--- src/rtl/stacker_pkg.sv ---
// Shared constants and draw-state encoding for the block-stacker datapath.
// Consumed by block_draw and by the raster counter it instantiates.
package stacker_pkg;

    localparam int SCREEN_W   = 160;
    localparam int SCREEN_H   = 120;
    localparam int BLOCK_SIZE = 4;
    localparam int MAX_BLOCKS = 7;

    localparam logic [2:0] COLOUR_BLACK = 3'b000;
    localparam logic [2:0] COLOUR_WHITE = 3'b111;

    typedef enum logic [1:0] {
        IDLE = 2'd0,
        DRAW = 2'd1,
        DONE = 2'd2
    } draw_state_t;

endpackage

--- src/rtl/raster_counter.sv ---
// Row-major 2-D pixel counter: px runs 0..width_m1, then py steps; last marks the final pixel.
// Extents are runtime inputs so the same counter can sweep a block row or the whole screen.
module raster_counter #(
    parameter int X_BITS = 5,
    parameter int Y_BITS = 2
) (
    input  logic              clk,
    input  logic              reset,
    input  logic              clear,
    input  logic              en,
    input  logic [X_BITS-1:0] width_m1,
    input  logic [Y_BITS-1:0] height_m1,
    output logic [X_BITS-1:0] px,
    output logic [Y_BITS-1:0] py,
    output logic              last
);

    logic [X_BITS-1:0] px_reg;
    logic [Y_BITS-1:0] py_reg;
    logic              row_end;

    assign row_end = (px_reg == width_m1);
    assign last    = row_end && (py_reg == height_m1);
    assign px      = px_reg;
    assign py      = py_reg;

    always_ff @(posedge clk) begin
        if (reset || clear) begin
            px_reg <= '0;
            py_reg <= '0;
        end else if (en) begin
            if (row_end) begin
                px_reg <= '0;
                py_reg <= (py_reg == height_m1) ? '0 : py_reg + 1'b1;
            end else begin
                px_reg <= px_reg + 1'b1;
            end
        end
    end

endmodule

--- src/rtl/block_draw.sv ---
// Rasterises a horizontal run of square blocks into one VGA pixel write per cycle.
// Optional BLOCK_DRAW_BORDER_EN paints each block's outer ring white (non-erase draws only).
module block_draw #(
    parameter int BLOCK_SIZE = stacker_pkg::BLOCK_SIZE,
    parameter int MAX_BLOCKS = stacker_pkg::MAX_BLOCKS,
    parameter int SCREEN_W   = stacker_pkg::SCREEN_W,
    parameter int SCREEN_H   = stacker_pkg::SCREEN_H
) (
    input  logic       clk,
    input  logic       reset,
    input  logic       start,
    input  logic [7:0] x_in,
    input  logic [6:0] y_in,
    input  logic [2:0] colour_in,
    input  logic       erase,
    input  logic [2:0] num_blocks,
    output logic       busy,
    output logic       done,
    output logic [7:0] vga_x,
    output logic [6:0] vga_y,
    output logic [2:0] vga_colour,
    output logic       plot
);
    import stacker_pkg::*;

    localparam int PX_W = $clog2(BLOCK_SIZE * MAX_BLOCKS);
    localparam int PY_W = (BLOCK_SIZE > 1) ? $clog2(BLOCK_SIZE) : 1;

    draw_state_t state_reg;
    logic [7:0]  x_base_reg;
    logic [6:0]  y_base_reg;
    logic [2:0]  blocks_reg;
    logic [2:0]  colour_reg;
    logic        busy_reg;
    logic        done_reg;
    logic        plot_reg;
    logic [7:0]  vga_x_reg;
    logic [6:0]  vga_y_reg;
    logic [2:0]  vga_colour_reg;
`ifdef BLOCK_DRAW_BORDER_EN
    logic        erase_reg;
`endif

    logic [PX_W-1:0] px;
    logic [PY_W-1:0] py;
    logic [PX_W-1:0] width_m1;
    logic [PY_W-1:0] height_m1;
    logic            last_pixel;
    logic            cnt_clear;
    logic            cnt_en;
    logic [2:0]      sat_blocks;
    logic [8:0]      sum_x;
    logic [7:0]      sum_y;
    logic            on_screen;
    logic [2:0]      pixel_colour;

    // Sums are one bit wider than the VGA coordinates so off-screen pixels clip instead of wrapping.
    always_comb begin
        width_m1   = PX_W'(32'(blocks_reg) * BLOCK_SIZE - 1);
        height_m1  = PY_W'(BLOCK_SIZE - 1);
        cnt_clear  = (state_reg == IDLE) && start;
        cnt_en     = (state_reg == DRAW);
        sat_blocks = (32'(num_blocks) > MAX_BLOCKS) ? 3'(MAX_BLOCKS) : num_blocks;
        sum_x      = {1'b0, x_base_reg} + 9'(px);
        sum_y      = {1'b0, y_base_reg} + 8'(py);
        on_screen  = (sum_x < 9'(SCREEN_W)) && (sum_y < 8'(SCREEN_H));
        pixel_colour = colour_reg;
`ifdef BLOCK_DRAW_BORDER_EN
        if (!erase_reg && ((px[PY_W-1:0] == '0) || (px[PY_W-1:0] == height_m1) ||
                           (py == '0) || (py == height_m1)))
            pixel_colour = COLOUR_WHITE;
`endif
    end

    raster_counter #(
        .X_BITS(PX_W),
        .Y_BITS(PY_W)
    ) u_raster (
        .clk      (clk),
        .reset    (reset),
        .clear    (cnt_clear),
        .en       (cnt_en),
        .width_m1 (width_m1),
        .height_m1(height_m1),
        .px       (px),
        .py       (py),
        .last     (last_pixel)
    );

    // busy/done follow the state one edge late so they line up with the registered pixel stream.
    always_ff @(posedge clk) begin
        if (reset) begin
            state_reg      <= IDLE;
            x_base_reg     <= '0;
            y_base_reg     <= '0;
            blocks_reg     <= '0;
            colour_reg     <= COLOUR_BLACK;
            busy_reg       <= 1'b0;
            done_reg       <= 1'b0;
            plot_reg       <= 1'b0;
            vga_x_reg      <= '0;
            vga_y_reg      <= '0;
            vga_colour_reg <= COLOUR_BLACK;
`ifdef BLOCK_DRAW_BORDER_EN
            erase_reg      <= 1'b0;
`endif
        end else begin
            busy_reg <= (state_reg != IDLE);
            done_reg <= (state_reg == DONE);
            plot_reg <= 1'b0;
            case (state_reg)
                IDLE: begin
                    if (start) begin
                        x_base_reg <= x_in;
                        y_base_reg <= y_in;
                        blocks_reg <= sat_blocks;
                        colour_reg <= erase ? COLOUR_BLACK : colour_in;
`ifdef BLOCK_DRAW_BORDER_EN
                        erase_reg  <= erase;
`endif
                        state_reg  <= (sat_blocks == 3'd0) ? DONE : DRAW;
                    end
                end
                DRAW: begin
                    vga_x_reg      <= sum_x[7:0];
                    vga_y_reg      <= sum_y[6:0];
                    vga_colour_reg <= pixel_colour;
                    plot_reg       <= on_screen;
                    if (last_pixel)
                        state_reg <= DONE;
                end
                DONE:    state_reg <= IDLE;
                default: state_reg <= IDLE;
            endcase
        end
    end

    assign busy       = busy_reg;
    assign done       = done_reg;
    assign plot       = plot_reg;
    assign vga_x      = vga_x_reg;
    assign vga_y      = vga_y_reg;
    assign vga_colour = vga_colour_reg;

endmodule
--- config.mk ---
export PLATFORM = sky130hd
export DESIGN_NAME = block_draw
export DESIGN_NICKNAME = d
export VERILOG_FILES = /design/src/rtl/stacker_pkg.sv /design/src/rtl/raster_counter.sv /design/src/rtl/block_draw.sv
export SDC_FILE = /design/constraint.sdc
export NUM_CORES = 1
export LEC_CHECK = 0
export CAP_MARGIN = 20
export CORE_ASPECT_RATIO = 0.7
export CORE_MARGIN = 2
export CORE_UTILIZATION = 62
export DETAILED_ROUTE_END_ITERATION = 6
export DONT_BUFFER_PORTS = 1
export PLACE_DENSITY = 0.8
export SYNTH_ARGS = -nofsm -noshare
export SYNTH_HDL_FRONTEND = slang
export SYNTH_SLANG_ARGS = --single-unit
export TNS_END_PERCENT = 5
--- constraint.sdc ---
create_clock -name clk -period 2.13 [get_ports clk]
set_input_delay 0 -clock clk [delete_from_list [all_inputs] [get_ports clk]]
set_output_delay 0 -clock clk [all_outputs]
set_load 0.005 [all_outputs]
Word-level counts from Yosys, hierarchy flattened
Cells that the tools add are included.
{"block": "op_classes", "reduce_logical": 11, "order_cmp": 2, "n_addsub": 5, "n_eq_ne": 6, "bitwise_logic": 1, "mux": 7}
{"op": "8-bit by 5-bit adder with 9-bit output", "n": 1}
{"op": "9-bit by 8-bit less-than comparator with 1-bit output, second input constant", "n": 1}
{"op": "7-bit by 2-bit adder with 8-bit output", "n": 1}
{"op": "8-bit by 7-bit less-than comparator with 1-bit output, second input constant", "n": 1}
{"op": "2-bit 2-to-1 mux", "n": 4}
{"op": "2-bit AND reduction", "n": 3}
{"op": "5-bit by 1-bit adder with 5-bit output, second input constant", "n": 1}
{"op": "5-bit == test", "n": 1}
{"op": "5-bit 2-to-1 mux", "n": 1}
{"op": "5-bit by 1-bit subtractor with 5-bit output, second input constant", "n": 1}
{"op": "2-bit == test, second input constant", "n": 2}
{"op": "2-bit != test, second input constant", "n": 2}
{"op": "2-bit case mux with 2 select lines", "n": 1}
{"op": "1-bit logical AND", "n": 3}
{"op": "3-bit logical NOT", "n": 1}
{"op": "3-bit 2-to-1 mux", "n": 1}
{"op": "2-bit by 1-bit adder with 2-bit output, second input constant", "n": 1}
{"op": "2-bit by 1-bit == test with 1-bit output, second input constant", "n": 1}
{"op": "2-bit logical NOT", "n": 1}
{"op": "2-bit nonzero test", "n": 1}
{"op": "2-bit OR reduction", "n": 1}
{"op": "1-bit logical OR", "n": 1}
{"op": "1-bit NOT", "n": 1}
{"block": "word_totals", "word_cells": 45, "out_inout_bits": 21, "ff_bits": 51, "input_bits": 25}

Longest topological paths before layout
Gate-level depths: netlist of run 1.
{"block": "logic_depth", "word_depth": 5, "mapped_depth": 8, "mapped_depth_nobuf": 8}

Hierarchy
A second synthesis of run 1 with hierarchy kept.
{"block": "hier_totals", "hier_cells": 307, "area_unflattened_um2": 2471.1}
{"module": "block_draw", "seq_area_each_um2": 880.8, "area_each_um2": 2025.7, "cells_each": 251, "instances": 1}
{"module": "raster_counter", "seq_area_each_um2": 140.1, "area_each_um2": 445.4, "cells_each": 56, "instances": 1}

Least setup slack after synthesis of run 1
OpenSTA, ideal clock, no wires.
{"block": "synth_path", "path_kind": "flip-flop to flip-flop", "startpoint": "reg u_raster.py_reg[0], in the netlist u_raster.py[0]", "endpoint": "reg plot_reg, in the netlist plot", "setup_ns": 0.086, "t_arrival_ns": 1.736, "setup_slack_ns": 0.309, "path_buffers": 0, "stages_incl_launch_ff": 8, "cell_sequence": "dfxtp_1 -> ha_1 -> inv_1 -> fa_1 -> nor2_1 -> o22ai_1 -> a311o_1 -> a211oi_1"}
{"block": "synth_via", "elab_chain_cells": 3}
{"element": "from (decl)", "line_no": "raster_counter.sv:19", "source": "logic [Y_BITS-1:0] py_reg;"}
{"element": "from (signal assigned)", "line_no": "raster_counter.sv:34", "source": "py_reg <= (py_reg == height_m1) ? '0 : py_reg + 1'b1;"}
{"element": "7-bit by 2-bit adder with 8-bit output", "line_no": "block_draw.sv:65", "source": "sum_y = {1'b0, y_base_reg} + 8'(py);"}
{"element": "8-bit by 7-bit less-than comparator with 1-bit output", "line_no": "block_draw.sv:66", "source": "on_screen = (sum_x < 9'(SCREEN_W)) && (sum_y < 8'(SCREEN_H));"}
{"element": "1-bit logical AND", "line_no": "block_draw.sv:66"}
{"element": "to (signal assigned)", "line_no": "block_draw.sv:128", "source": "plot_reg <= on_screen;"}
{"element": "to (decl)", "line_no": "block_draw.sv:36", "source": "logic plot_reg;"}
Every way passes these cells.
A chain may end at the register's enable or synchronous reset.

Worst setup path after layout of run 1
{"block": "layout_path", "startpoint": "reg state_reg[0]", "endpoint": "reg colour_reg[1]"}
{"block": "layout_via", "elab_chain_cells": 2}
{"element": "from (decl)", "line_no": "block_draw.sv:29", "source": "draw_state_t state_reg;"}
{"element": "from (signal assigned)", "line_no": "block_draw.sv:121", "source": "state_reg <= (sat_blocks == 3'd0) ? DONE : DRAW;"}
{"element": "2-bit logical NOT", "line_no": "block_draw.sv:111", "source": "case (state_reg)"}
{"element": "2-bit AND reduction (no line)"}
{"element": "to (signal assigned)", "line_no": "block_draw.sv:117", "source": "colour_reg <= erase ? COLOUR_BLACK : colour_in;"}
{"element": "to (decl)", "line_no": "block_draw.sv:33", "source": "logic [2:0] colour_reg;"}
Every way passes these cells.

==> results of run 1 <==
==> synth_stat cells, types with 2 or more instances <==
master    instances
mux2i_1           3
nor2_1           20
buf_2             3
o21ai_0           6
o31ai_1           2
nand3_1           2
nand3b_1          5
inv_1            13
xor2_1           10
clkbuf_1         10
ha_1             10
fa_1              2
a21o_1            2
nor3_1            2
a21oi_1          35
nand4_1           7
nand2_1          60
dfxtp_1          51
xnor2_1           3
nor2b_1           2
buf_6             2
nor3b_1           3
a211oi_1         11
==> worst min-delay path by stage <==
stage                        from                          to  slack (ps)  cells past startpoint
floorplan           num_blocks[1]  blocks_reg[1]$_SDFFE_PP0P_         140                      2
global placement            reset  y_base_reg[2]$_SDFFE_PP0P_          70                      1
detailed placement          reset  y_base_reg[6]$_SDFFE_PP0P_          70                      1
CTS                         start  x_base_reg[3]$_SDFFE_PP0P_         120                      3
global route                start  x_base_reg[1]$_SDFFE_PP0P_         110                      3
finish                      start  x_base_reg[3]$_SDFFE_PP0P_          90                      3
==> layer usage <==
metal | part of all wire (%) | vias to the layer above | track usage [%]
li1 | - | 1017 | -
met1 | 46 | 949 | 39.0
met2 | 44 | 76 | 41.4
met3 | 7.6 | 11 | 5.84
met4 | 1.6 | 0 | 7.65
met5 | 0 | - | 0
==> report_power, final <==
group / total (mW) / internal [mW] / leakage (nW) / switching (mW)
clock network: 0.560 / 0.237 / 0.0454 / 0.324
logic: 0.259 / 0.122 / 0.620 / 0.137
registers: 1.05 / 1.00 / 0.417 / 0.0457
total: 1.87 / 1.36 / 1.08 / 0.507
==> logic make-up (layout without fill, tap and decap cells) <==
| group | after synthesis | count (layout) | share of synthesized area (%) |
|---|---|---|---|
| AND/OR/NAND/NOR | 111 | 111 | 21.5 |
| flip-flops | 51 | 51 | 43.2 |
| buffers and inverters | 30 | 61 | 5.98 |
| multiplexers | 4 | 4 | 1.75 |
| AO/OA/AOI/OAI | 60 | 60 | 14.8 |
| adder cells (fa/ha/maj) | 12 | 12 | 6.99 |
| XOR/XNOR | 14 | 14 | 5.77 |
==> metrics by stage <==
stage | worst slack (ps) | area, um^2 | cells | util, % | hold slack (ps)
2_1_floorplan | 309 | 2360 | 282 | - | 136
4_1_cts | 59.6 | 2820 | 363 | 78.8 | 118
3_3_place_gp | 232 | 2380 | 321 | 66.5 | 72.0
5_1_grt | 17.2 | 2830 | 363 | 79.1 | 109
3_5_place_dp | 92.4 | 2380 | 321 | 66.5 | 74.4
6_report | 151 | 2830 | 363 | 79.1 | 93.1
==> timing repair <==
item | 4_1_cts | 5_1_grt
hold endpoints to repair | 51 | 0
endpoints found under the setup margin | 0 | 4
hold buffers | 34 | 0
resized for setup | 0 | 4
==> final cells by class <==
| type | instances | share of cell area [%] |
|---|---|---|
| clock buffer | 6 | 2.56 |
| timing repair buffer | 40 | 14.0 |
| multi-input combinational | 201 | 42.8 |
| inverter | 13 | 1.72 |
| tap | 50 | 2.21 |
| clock inverter | 2 | 0.619 |
| sequential | 51 | 36.1 |
==> tightest hold or removal path, stage by stage <==
cell	delay, ps
and2_2	220
nand2_1	90
a21oi_1	50
==> results.toml, run 1 <==
[run_status]
status = "complete, no violations"

[synthesis]
synth_ff_type = "dfxtp_1"
ys.warnings.count = 0
synthDistinctLibCells = 41
synth-seq-cells = 51
synth_edf_count = 0
netlist.area_leader.share_pct = 43.2
synth_area_leaders = "dfxtp_1, nand2_1, a21oi_1, ha_1, xor2_1"
synth_top_cell_by_area = "dfxtp_1"
synthCells = 282
syn-cell-area_um2 = 2360
synthArstFlopShare_pct = 0
avgSynthCellArea_um2 = 8.38
yosysSeqAreaShare_pct = 43.2
syn_nets = 319

[timing]
fin_skew_ps = 11.7
hold_viol = 0
slew_violations = 0
tightest_slew_ps = 371
min_period_ps = 1980
min_period_over_period_pct = 92.9
rsz0062_at_grt = "false"
fmax_mhz = 505
finalSetupViolations = 0
slew_headroom_pct = 75.2
tns_ps = 0

[route]
detail-route-antenna-nets = 0
vias_per_cell = 5.66
wirelength_um = 5510
drtIter0Drc = 101
routed-via-count = 2053
first_pass_iters = 4
drc = 0
routedWlPerCell_um = 15.2

[flow_run]
cap_violations = 0

[floorplan]
dieArea_um2 = 4330
initial_core_util_pct = 66.0
ios = 46
coreArea_um2 = 3580
die_h_um = 55.7
num_rows = 18
dieWidth_um = 77.8

[global_route]
overflow = 0
grt_pass1_vias = 2064
grt_max_degree = 51
antenna_found_initial = 0
grt_pass1_wl_um = 9450
grt_usage_pct = 27.1

[layout]
synthToLayoutAreaGrowth_pct = 19.8
layout.nets = 349
seq_area_um2 = 1020
mostFrequentLayoutCell = "nand2_1"
num_antenna_cells = 0
drive_above_1_share_pct = 7.67
multi_input_comb_area_um2 = 1210
final_cell_mix = "nand2_1, dfxtp_1, a21oi_1"
layout.filler_cells = 239

[worst_setup_path]
crit_buf_inv = 2
r2r_slack_ps = 150
worstSetupPathType = "register to register"
critPathArrivalTime_ps = 2210
cp_slowest_stage_delay_ps = 590
cp_slowest_cell = "dlygate4sd3_1"
reg2reg_to = "colour_reg[1]$_SDFFE_PP0P_"
reg2reg_from = "state_reg[0]$_SDFFE_PP0P_"
startpoint_type = "register"
crit_chain = "nor2_1 > and2_2 > buf_4 > nand3b_1 > dlygate4sd3_1 > a21oi_1"
r2r_cells = 6
worstSetupPathDepth = 6
crit_path_end_kind = "register"
cp_max_fo = 11
crit_family = "buffers and inverters"
crit_end = "colour_reg[1]$_SDFFE_PP0P_"
startpoint = "state_reg[0]$_SDFFE_PP0P_"
critPathRequiredTime_ps = 2360

[placed_design]
place_congestion = 0.816
numPortBuffers = 0
dp_hpwl_um = 3520

[clock_tree]
post_cts_buffers = 0
path_clk_slew_ps = 100
tritoncts = "yes"
cts_buffers = 5
htreeDepth = 2
ctsRootBufferMaster = "clkbuf_8"
clkSinkCount = 51
clock_latency_ps = 300
max-clock-path-buffers = 2

[pwr]
finalPower_mw = 1.87
leakage_nw = 1.08
max-vdd-ir-drop_uv = 430
p_per_area_nw_per_um2 = 660

[worst_hold_path]
hp-class = "input port to register"
(Power assumes the default switching activity.)
==> run 2, diff against run 1 <==
- ABC_AREA: unset -> 1
- clock period: 2.13 -> 2 ns (I/O delays scaled with it)
==> results.toml, run 2 <==
[clock_tree]
cts_resized = 0
max-clock-path-buffers = 2
htreeDepth = 2
ctsRootBufferMaster = "clkbuf_8"
tritoncts = "yes"
clkSinkCount = 51
clock_latency_ps = 310
cts_buffers = 5
path_clk_slew_ps = 90

[route]
routedLengthMet1_um = 2790
wl_met3_um = 481
vias_per_cell = 5.45
detail-route-antenna-nets = 0
first_pass_iters = 4
drtIter0Drc = 148
routedWlPerCell_um = 13.9
dr_wl_met2_um = 2340
drc = 0
routed-via-count = 2222
topRoutingLayerUsed = "met4"
wirelength_um = 5680

[worst_hold_path]
hp-class = "input port to register"

[synthesis]
avgSynthCellArea_um2 = 7.36
synth_ff_type = "dfxtp_1"
synthDistinctLibCells = 30
synthCells = 333
synthArstFlopShare_pct = 0
synth_edf_count = 0
ys_top_cells_by_count = "nand2_1, dfxtp_1, nor2_1"
syn-cell-area_um2 = 2450
synth_top_cell_by_area = "dfxtp_1"
ys.warnings.count = 0
synth_area_leaders = "dfxtp_1, nand2_1, o21ai_0, nor2_1, inv_1"
syn_nets = 370
synth-seq-cells = 51
yosysSeqAreaShare_pct = 41.7
netlist.area_leader.share_pct = 41.7
yosysMostFrequentCell = "nand2_1"

[timing]
hold_viol = 0
tns_ps = 0
tightest_slew_ps = 427
slew_violations = 0
fmax_mhz = 552
rsz0062_at_grt = "false"
slew_headroom_pct = 71.3
min_period_over_period_pct = 90.6
min_period_ps = 1810
holdWs_ps = 9.96
finalSetupViolations = 0
fin_skew_ps = 7.20

[placed_design]
place_congestion = 0.877
dp_hpwl_um = 3950
numPortBuffers = 0

[layout]
drive_above_1_share_pct = 6.46
synthToLayoutAreaGrowth_pct = 15.4
mostFrequentLayoutCell = "nand2_1"
final_cell_mix = "nand2_1, dfxtp_1, nor2_1"
layout.filler_cells = 305
num_antenna_cells = 0
layout.nets = 392

[flow_run]
cap_violations = 0

[global_route]
antenna_found_initial = 0
grt_pass1_wl_um = 9700
grt_usage_pct = 27.9
grt_max_degree = 26
grt_pass1_vias = 2095
overflow = 0

[worst_setup_path]
crit_path_end_kind = "register"
worstSetupPathType = "register to register"
critPathArrivalTime_ps = 2070
startpoint_type = "register"
critPathRequiredTime_ps = 2260
cp_max_fo = 4

[floorplan]
dieWidth_um = 79.2
initial_core_util_pct = 63.6
num_rows = 19
coreArea_um2 = 3850
ios = 46
die_h_um = 56.6
dieArea_um2 = 4480

[pwr]
p_per_area_nw_per_um2 = 780
leakage_nw = 1.30
max-vdd-ir-drop_uv = 540

[run_status]
status = "complete, no violations"
==> run 2: cell types whose count changed after synthesis, sizes merged, moves of 4 or more <==
cell and delta:
a21oi -14, xor2 -5, nor2 +29, clkbuf -5
nand3b -5, nand2 -4, a211oi -11, o21ai +31
nand3 +19, inv +31
==> run 2: per-stage QoR <==
step	util [%]	total power [mW]	std cells	worst slack [ps]	cell area, um^2
after floorplan	-	1.45	333	375	2450
after CTS	73.4	2.21	408	219	2830
final	73.4	2.21	408	188	2830
after global routing	73.4	2.32	408	7.87	2830
after detailed placement	64.8	1.54	377	236	2500
after global placement	64.8	1.53	377	301	2500
==> run 2: cell families (layout without fill, tap and decap cells) <==
logic type / count (synthesis) / in the layout / synth area share (%)
and+or+nand+nor: 140 / 140 / 25.0
adders and majority gates: 12 / 12 / 6.74
buffers and inverters: 55 / 78 / 8.93
xor gates and xnor gates: 8 / 8 / 2.86
DFF: 51 / 51 / 41.7
AOI/OAI and AO/OA: 67 / 67 / 14.8
==> run 2: worst paths after layout <==
kind | startpoint | to | slack [ps] | cells after the start
max reg2reg | u_raster.py[0]$_SDFFE_PP0P_ | plot$_SDFF_PP0_ | 190 | 12
min reg2reg | colour_reg[2]$_SDFFE_PP0P_ | colour_reg[2]$_SDFFE_PP0P_ | 470 | 1
min | num_blocks[2] | state_reg[1]$_SDFFE_PP0P_ | 10 | 5
max | u_raster.py[0]$_SDFFE_PP0P_ | plot$_SDFF_PP0_ | 190 | 12
==> run 2: final cells by class <==
| class | instances | area, um^2 | share of cell area (%) |
|---|---|---|---|
| Tap cell | 52 | 65.1 | 2.30 |
| Inverter | 44 | 165 | 5.84 |
| Sequential cell | 51 | 1020 | 36.1 |
| Timing Repair Buffer | 26 | 265 | 9.38 |
| Multi-Input combinational cell | 227 | 1210 | 42.8 |
| Clock buffer | 8 | 100 | 3.54 |
==> run 2: timing repair <==
item                      4_1_cts  5_1_grt
buffers inserted                0        0
hold buffers                   23        0
hold endpoints to repair       36        0
==> run 2: critical path, stage by stage, from the launching register on <==
cell	delay, ps
dfxtp_1	390
ha_1	200
inv_1	60
fa_1	410
inv_1	90
nand2_1	70
nor2_1	100
nand3_1	90
nand3_1	100
nor2_1	50
nor2_1	110
nand2_1	60
inv_1	40
==> run 2: power by group <==
group	total, mW	internal, mW	leakage (nW)	switching, mW
logic	0.380	0.149	0.827	0.231
clock network	0.644	0.316	0.0515	0.328
registers	1.18	1.11	0.419	0.0745
==> run 2: routing by layer <==
| layer | up-vias | GRT usage (%) |
|---|---|---|
| li1 | 1123 | - |
| met3 | 9 | 8.68 |
| met2 | 74 | 39.2 |
| met4 | 0 | 9.11 |
| met5 | - | 0 |
| met1 | 1016 | 40.6 |
